File: src/rtl/ifu_if.sv
// Fetch-unit bus: memory request/response, instruction hand-off to execute,
// and the PC/status outputs of the fetch unit.
interface ifu_if;
  logic        req_valid;
  logic        req_ready;
  logic [63:0] req_addr;
  logic        resp_valid;
  logic [31:0] resp_data;
  logic        resp_err;
  logic [31:0] inst;
  logic        inst_valid;
  logic        inst_ready;
  logic        pc_sel;
  logic [63:0] alu_result;
  logic        ebreak_flag;
  logic [63:0] pc;
  logic        halted;
  logic        fault;
  logic [63:0] retired;

  modport master (
    output req_valid, req_addr, inst, inst_valid, pc, halted, fault, retired,
    input  req_ready, resp_valid, resp_data, resp_err, inst_ready, pc_sel,
           alu_result, ebreak_flag
  );

  modport slave (
    input  req_valid, req_addr, inst, inst_valid, pc, halted, fault, retired,
    output req_ready, resp_valid, resp_data, resp_err, inst_ready, pc_sel,
           alu_result, ebreak_flag
  );
endinterface

File: src/rtl/ifu.sv
// Instruction fetch unit: requests one instruction at a time, holds it until
// execute retires it, then advances the PC; stops for good on ebreak or error.
module ifu #(
  parameter logic [63:0] RESET_PC = 64'h0000_0000_8000_0000
) (
  input  logic  clk,
  input  logic  rst,
  ifu_if.master bus_io
);

  typedef enum logic [2:0] {
    IDLE,
    REQ,
    WAIT,
    VALID,
    HALT,
    FAULT
  } state_e;

  localparam logic [31:0] NOP = 32'h0000_0013;

  state_e      state_q;
  logic [63:0] pc_q;
  logic [63:0] pc_d;
  logic [31:0] inst_q;
  logic [63:0] retired_q;
  logic        req_valid_q;
  logic        inst_valid_q;
  logic        halted_q;
  logic        fault_q;

  // Jump targets always have bit 0 cleared; bit 1 set is caught as misaligned.
  always_comb begin
    pc_d = pc_q + 64'd4;
    if (bus_io.pc_sel) begin
      pc_d = bus_io.alu_result & ~64'd1;
    end
  end

  always_ff @(posedge clk or posedge rst) begin
    if (rst) begin
      state_q      <= IDLE;
      pc_q         <= RESET_PC;
      inst_q       <= NOP;
      retired_q    <= 64'd0;
      req_valid_q  <= 1'b0;
      inst_valid_q <= 1'b0;
      halted_q     <= 1'b0;
      fault_q      <= 1'b0;
    end else begin
      case (state_q)
        IDLE: begin
          state_q     <= REQ;
          req_valid_q <= 1'b1;
        end
        REQ: begin
          if (bus_io.req_ready) begin
            state_q     <= WAIT;
            req_valid_q <= 1'b0;
          end
        end
        WAIT: begin
          if (bus_io.resp_valid) begin
            if (bus_io.resp_err) begin
              state_q <= FAULT;
              fault_q <= 1'b1;
            end else begin
              state_q      <= VALID;
              inst_q       <= bus_io.resp_data;
              inst_valid_q <= 1'b1;
            end
          end
        end
        VALID: begin
          // Retire: ebreak takes priority over a misaligned next PC.
          if (bus_io.inst_ready) begin
            retired_q    <= retired_q + 64'd1;
            inst_valid_q <= 1'b0;
            if (bus_io.ebreak_flag) begin
              state_q  <= HALT;
              halted_q <= 1'b1;
            end else if (pc_d[1]) begin
              state_q <= FAULT;
              fault_q <= 1'b1;
            end else begin
              state_q     <= REQ;
              pc_q        <= pc_d;
              req_valid_q <= 1'b1;
            end
          end
        end
        HALT: begin
          state_q <= HALT;
        end
        FAULT: begin
          state_q <= FAULT;
        end
        default: begin
          state_q      <= IDLE;
          req_valid_q  <= 1'b0;
          inst_valid_q <= 1'b0;
          halted_q     <= 1'b0;
          fault_q      <= 1'b0;
        end
      endcase
    end
  end

  assign bus_io.req_valid  = req_valid_q;
  assign bus_io.req_addr   = pc_q;
  assign bus_io.inst       = inst_q;
  assign bus_io.inst_valid = inst_valid_q;
  assign bus_io.pc         = pc_q;
  assign bus_io.halted     = halted_q;
  assign bus_io.fault      = fault_q;
  assign bus_io.retired    = retired_q;

endmodule

File: src/flat_wrapper.sv
// flat-port wrapper written by rule: the top's interface ports become plain ports
module ifu_flat 
#(
  parameter logic [63:0] RESET_PC = 64'h0000_0000_8000_0000
)
  (clk, rst, bus_io_req_valid, bus_io_req_addr, bus_io_inst, bus_io_inst_valid, bus_io_pc, bus_io_halted, bus_io_fault, bus_io_retired, bus_io_req_ready, bus_io_resp_valid, bus_io_resp_data, bus_io_resp_err, bus_io_inst_ready, bus_io_pc_sel, bus_io_alu_result, bus_io_ebreak_flag);
  ifu_if bus_io_i ();
  input  logic clk;
  input  logic rst;
  output wire logic [$bits(bus_io_i.req_valid)-1:0] bus_io_req_valid;
  output wire logic [$bits(bus_io_i.req_addr)-1:0] bus_io_req_addr;
  output wire logic [$bits(bus_io_i.inst)-1:0] bus_io_inst;
  output wire logic [$bits(bus_io_i.inst_valid)-1:0] bus_io_inst_valid;
  output wire logic [$bits(bus_io_i.pc)-1:0] bus_io_pc;
  output wire logic [$bits(bus_io_i.halted)-1:0] bus_io_halted;
  output wire logic [$bits(bus_io_i.fault)-1:0] bus_io_fault;
  output wire logic [$bits(bus_io_i.retired)-1:0] bus_io_retired;
  input wire logic [$bits(bus_io_i.req_ready)-1:0] bus_io_req_ready;
  input wire logic [$bits(bus_io_i.resp_valid)-1:0] bus_io_resp_valid;
  input wire logic [$bits(bus_io_i.resp_data)-1:0] bus_io_resp_data;
  input wire logic [$bits(bus_io_i.resp_err)-1:0] bus_io_resp_err;
  input wire logic [$bits(bus_io_i.inst_ready)-1:0] bus_io_inst_ready;
  input wire logic [$bits(bus_io_i.pc_sel)-1:0] bus_io_pc_sel;
  input wire logic [$bits(bus_io_i.alu_result)-1:0] bus_io_alu_result;
  input wire logic [$bits(bus_io_i.ebreak_flag)-1:0] bus_io_ebreak_flag;
  assign bus_io_req_valid = bus_io_i.req_valid;
  assign bus_io_req_addr = bus_io_i.req_addr;
  assign bus_io_inst = bus_io_i.inst;
  assign bus_io_inst_valid = bus_io_i.inst_valid;
  assign bus_io_pc = bus_io_i.pc;
  assign bus_io_halted = bus_io_i.halted;
  assign bus_io_fault = bus_io_i.fault;
  assign bus_io_retired = bus_io_i.retired;
  assign bus_io_i.req_ready = bus_io_req_ready;
  assign bus_io_i.resp_valid = bus_io_resp_valid;
  assign bus_io_i.resp_data = bus_io_resp_data;
  assign bus_io_i.resp_err = bus_io_resp_err;
  assign bus_io_i.inst_ready = bus_io_inst_ready;
  assign bus_io_i.pc_sel = bus_io_pc_sel;
  assign bus_io_i.alu_result = bus_io_alu_result;
  assign bus_io_i.ebreak_flag = bus_io_ebreak_flag;
  ifu #(.RESET_PC(RESET_PC)) u_core (.clk(clk), .rst(rst), .bus_io(bus_io_i));
endmodule
File: config.mk
export PLATFORM = sky130hd
export DESIGN_NAME = ifu_flat
export DESIGN_NICKNAME = d
export VERILOG_FILES = /design/src/rtl/ifu_if.sv /design/src/rtl/ifu.sv /design/src/flat_wrapper.sv
export SDC_FILE = /design/constraint.sdc
export NUM_CORES = 1
export LEC_CHECK = 0
export CORE_MARGIN = 5
export CORE_UTILIZATION = 40
export CTS_CLUSTER_DIAMETER = 200
export DETAILED_ROUTE_END_ITERATION = 10
export GPL_ROUTABILITY_DRIVEN = 0
export PLACE_DENSITY = 0.82
export SLEW_MARGIN = 20
export SYNTH_ARGS = -nofsm -noshare
export SYNTH_HDL_FRONTEND = slang
export SYNTH_SLANG_ARGS = --single-unit
File: constraint.sdc
create_clock -name clk -period 10.3 [get_ports clk]
set_clock_uncertainty 0.15 [all_clocks]
set_input_delay 2.06 -clock clk [delete_from_list [all_inputs] [get_ports clk]]
set_output_delay 2.06 -clock clk [all_outputs]
set_load 0.1 [all_outputs]
* Yosys cells after proc, flatten, opt, wreduce, memory -nomap -nowiden
Cells that the tools add are included.
** Storage, ports and cells
- Register bits :: 166
- Latch bits :: 0
- Memory bits (writable) :: 0
- Bits in read-only memories :: 0
- Input bits :: 104
- Word-level logic and storage cells :: 68
- Memories kept :: 0
** Operators by class
- $add $sub $neg :: 2
- Multipliers :: 0
- Divide/modulo/power cells :: 0
- Order comparisons :: 0
- Equality and inequality tests :: 14
- Shifts and indexed selects :: 0
- Muxes and demuxes :: 26
- Bitwise gates (word level) :: 6
- Reduce and logical (&&, ||, !) cells :: 12
** Operators by type and width (number)
- $add 64x1->64 const B :: 1
- $add 64x3->64 const B :: 1
- $mux 64 :: 1
- $mux 3 :: 6
- $pmux 3 s6 :: 1
- $ne 2x2->1 const B :: 8
- $mux 1 :: 14
- $reduce_and 3->1 :: 3
- $reduce_and 4->1 :: 2
- $eq 3x2->1 const B :: 2
- $eq 3x3->1 const B :: 2
- $not 1->1 :: 6
- $pmux 1 s3 :: 2
- $reduce_and 6->1 :: 1
- $reduce_and 5->1 :: 1
- $reduce_or 5->1 :: 1
- $pmux 1 s4 :: 1
- $reduce_or 4->1 :: 1
- $eq 3x1->1 const B :: 1
- $logic_not 3->1 :: 1
- $reduce_or 3->1 :: 1
- $ne 2x1->1 const B :: 1
- $pmux 1 s2 :: 1
- $reduce_and 2->1 :: 1

* Logic depth before layout (Yosys ltp)
- Depth after elaboration :: 6
- Depth in mapped cells :: 9

* Least setup slack after synthesis
OpenSTA, ideal clock, no wires.
- Path type :: reg-to-output
- Start point :: register u_core.pc_q[6] (netlist: u_core.bus_io.pc[6])
- End point :: output bus_io_req_addr[6]
- Arrival time :: 1.447 ns
- Setup slack :: 6.643 ns
- Cell stages (with the launch flop) :: 2
- Path through :: dfrtp_1 -> buf_4
** RTL lines
- start, declared :: line ifu.sv:23 : logic [63:0] pc_q;
- start signal, assigned :: line ifu.sv:87 : pc_q <= pc_d;
- end, declared :: line flat_wrapper.sv:11 : output wire logic [$bits(bus_io_i.req_addr)-1:0] bus_io_req_addr;
No word-level cell between the ends.

* Worst setup path after layout
- Start point :: input bus_io_inst_ready
- End point :: register u_core.pc_q[59] (netlist: u_core.bus_io.pc[59])
** On the way
- Word-level cells in the longest chain between the ends :: 1
** Ends and longest elaborated chain
- start, declared :: line flat_wrapper.sv:22 : input wire logic [$bits(bus_io_i.inst_ready)-1:0] bus_io_inst_ready;
- $reduce_and 4->1 (no line)
Every way passes these cells.
A chain may end at the register's enable or synchronous reset.

==> metrics <==
status=complete, no violations; root buffer cell=clkbuf_16; number of global-route vias before repair=9009; Post-CTS Resized=0; Antenna diodes=0; grt ovf=0; CTS Hold Bufs=0; Overall Power=4.44 mW; I/O pin count=332; Placeable Area=0.0234 mm^2; Starting Density=40.6%; initial drt markers=786; post-layout util=56.4%; clock transition at the registers of the reported paths=80 ps; leakage power=5.38 nW; max_cap viols=0; Power Dens Cells=337 mW/mm^2; wire length reported by the detailed router=31800 um; worst slew pin tran=1070 ps; hpwl dp=23200 um; Syn. warnings=0; Vias=9046; die height=164 um; Hold Crit Depth=1; Area Overhead vs Synth=38.9%; Top FF cell, synth=dfrtp_1; first-pass GRT wire length=50100 um; Int Power=1.75 mW; crit-path cells=clkdlybuf4s50_1 -> and4b_1 -> nand2_2 -> buf_4 -> nor2_1 -> a41oi_1 -> a221oi_1; Max stage delay cell, worst path=clkdlybuf4s50_1; critical path depth in cells=7; die area=0.0269 mm^2; # DRC=0; setup TNS=0 ps; max_slew headroom=28.5%; Achievable Freq=0.219 GHz; Worst Path Class, Setup=in2reg; fin. max-slew vios=0; part of the power in registers=23.8%; most common cell after layout, fill and taps aside=clkdlybuf4s50_1; Crit. End Element=register; Post-Syn Area=0.00949 mm^2; Setup-failing EPs final=0; htree depth=4; final worst-path cycle share=44.4%; largest net degree at the start of global routing=96; Port Buffers=326; CP peak stage delay=630 ps; Clk network pwr share=14.9%; RSZ-0062 raised after global routing=no; Place WS=5330 ps; post-route minimum period=4580 ps; WP buf/inv=2; syn avg cell area=9.25 um^2; EDFF count, synth=0; setup slack after layout=5720 ps; sequential area share after synthesis=43.5%; Worst EP required=10470 ps; Synth Instances=1026; die width=164 um; Startpoint Class=input port; TritonRoute pass-1 iters=5; sw frac=60.6%; maximum VDD drop=0.000391 V; Final Hold Fails=0; initial antenna violation count=1; DRT antenna net count=0; routed len/inst=19.8 um; GRT Util Overall=23.2%; row cnt=56; commonest non-fill, non-tap cells in the layout=clkdlybuf4s50_1 (325), dfrtp_1 (161), nor2_1 (76), nand2_1 (73), nand3_1 (67); flops & latches, synth=165; combinational power share=61.3%; asr flop ratio synth=100%; Layout Nets=1378; worst-path maximum fanout=72; Worst-Skew Late Latency=420 ps; critical path data arrival time=4750 ps; switching pwr=2.69 mW; R2R depth=6; CTS tree=built; clock sinks=165; layout cells sized above 1=8.09%; CTS Buf Count=17; Max clock buf depth=2; CP top delay family=simple AND/OR/NAND/NOR gates; post-DR vias/cell=5.64; post-CTS setup buffers=0; Worst Hold Class=reg2reg; Distinct cells, synth=72
## worst register-to-register path, cell delays in order, from the launching register on
cell      delay (ps)
dfrtp_1          680
and4b_1          540
nand2_2           60
buf_4            340
nor2_1           650
a41oi_1          150
a221oi_1         340
## Yosys cell counts (4+ instances only)
| master | count | area, um^2 |
|---|---|---|
| dfrtp_1 | 161 | 4030 |
| nor2_1 | 77 | 289 |
| nand2_1 | 74 | 278 |
| nand3_1 | 67 | 335 |
| buf_4 | 66 | 495 |
| a21oi_1 | 48 | 240 |
| o21ai_0 | 46 | 230 |
| nand4_1 | 45 | 282 |
| nor3_1 | 44 | 220 |
| xor2_1 | 36 | 315 |
| clkbuf_1 | 32 | 120 |
| mux2_2 | 32 | 360 |
| inv_1 | 30 | 113 |
| xnor2_1 | 27 | 236 |
| nor4_1 | 26 | 163 |
| and3_1 | 24 | 150 |
| and4_1 | 12 | 105 |
| or3_1 | 12 | 75.1 |
| a31oi_1 | 11 | 68.8 |
| a211oi_1 | 9 | 67.6 |
| a2bb2oi_1 | 8 | 70.1 |
| and2_1 | 8 | 50.1 |
| buf_1 | 7 | 26.3 |
| mux2i_1 | 7 | 70.1 |
| o22ai_1 | 7 | 43.8 |
| a32oi_1 | 6 | 52.6 |
| nand2b_1 | 6 | 37.5 |
| o22a_1 | 6 | 52.6 |
| a22oi_1 | 5 | 37.5 |
| buf_2 | 5 | 25.0 |
| o211ai_1 | 5 | 37.5 |
| a211o_1 | 4 | 35.0 |
| dfstp_2 | 4 | 105 |
| nor2b_1 | 4 | 25.0 |
| nor4_4 | 4 | 85.1 |
| o31a_1 | 4 | 35.0 |
| o41ai_1 | 4 | 35.0 |
## worst paths after layout
path                                            from                        end  slack (ps)
max                                bus_io_inst_ready       u_core.bus_io.pc[59]        5720
min                        u_core.bus_io.retired[63]  u_core.bus_io.retired[63]         320
max reg2reg                        u_core.state_q[1]       u_core.bus_io.pc[59]        7280
min reg2reg                u_core.bus_io.retired[63]  u_core.bus_io.retired[63]         320
max in group asynchronous                        rst  u_core.bus_io.retired[23]        6340
min in group asynchronous                        rst  u_core.bus_io.retired[30]        2050
## cell families (layout without fill, tap and decap cells)
kind of cell | count (synthesis) | count (layout) | synth area share [%]
compound gates | 189 | 189 | 13.0
xor+xnor | 63 | 63 | 5.81
fa+ha+maj | 2 | 2 | 0.264
buf+inv | 142 | 398 | 8.38
flops | 165 | 165 | 43.5
mux | 39 | 39 | 4.53
other cells | 1 | 4 | 0.0395
simple gates | 425 | 425 | 24.4
## stage by stage
step	std cells	area [um^2]	hold slack, ps
final	1604	13200	324
after floorplan	1029	9500	400
after detailed placement	1572	12600	312
after global routing	1604	13200	357
after CTS	1604	13200	327
after global placement	1572	12600	308
## per-layer routing
metal  GRT usage (%)  up-vias  part of all wire [%]
li1                -     4176                     -
met1            30.2     4411                    40
met2            39.0      403                    50
met3            5.40       56                   8.0
met4            6.44        0                   2.1
met5               0        -                     0
## state kept, by name (all words and copies together), names as in the netlist
name / flops
u_core.bus_io.inst_valid: 1
u_core.state_q: 3
u_core.bus_io.halted: 1
u_core.bus_io.retired: 64
u_core.bus_io.pc: 62
u_core.bus_io.inst: 32
u_core.bus_io.fault: 1
u_core.bus_io.req_valid: 1
## final cells by class
type                       count  area, um^2
clock buffer                  17         425
clock inverter                15         195
fill                        2078       10200
inverter                      30         118
multi-input combinational    722        4580
sequential                   165        4130
tap                          319         399
timing repair buffer         336        3330
## power groups by stage
stage	registers [mW]	logic, mW	clock network (mW)
after floorplan	2.15	1.10	0
after global placement	1.05	2.71	0
after detailed placement	1.07	2.73	0
after CTS	1.05	2.74	0.674
after global routing	1.09	2.80	0.699
final	1.06	2.72	0.660
Note: power is estimated with default switching activity, not from simulation.
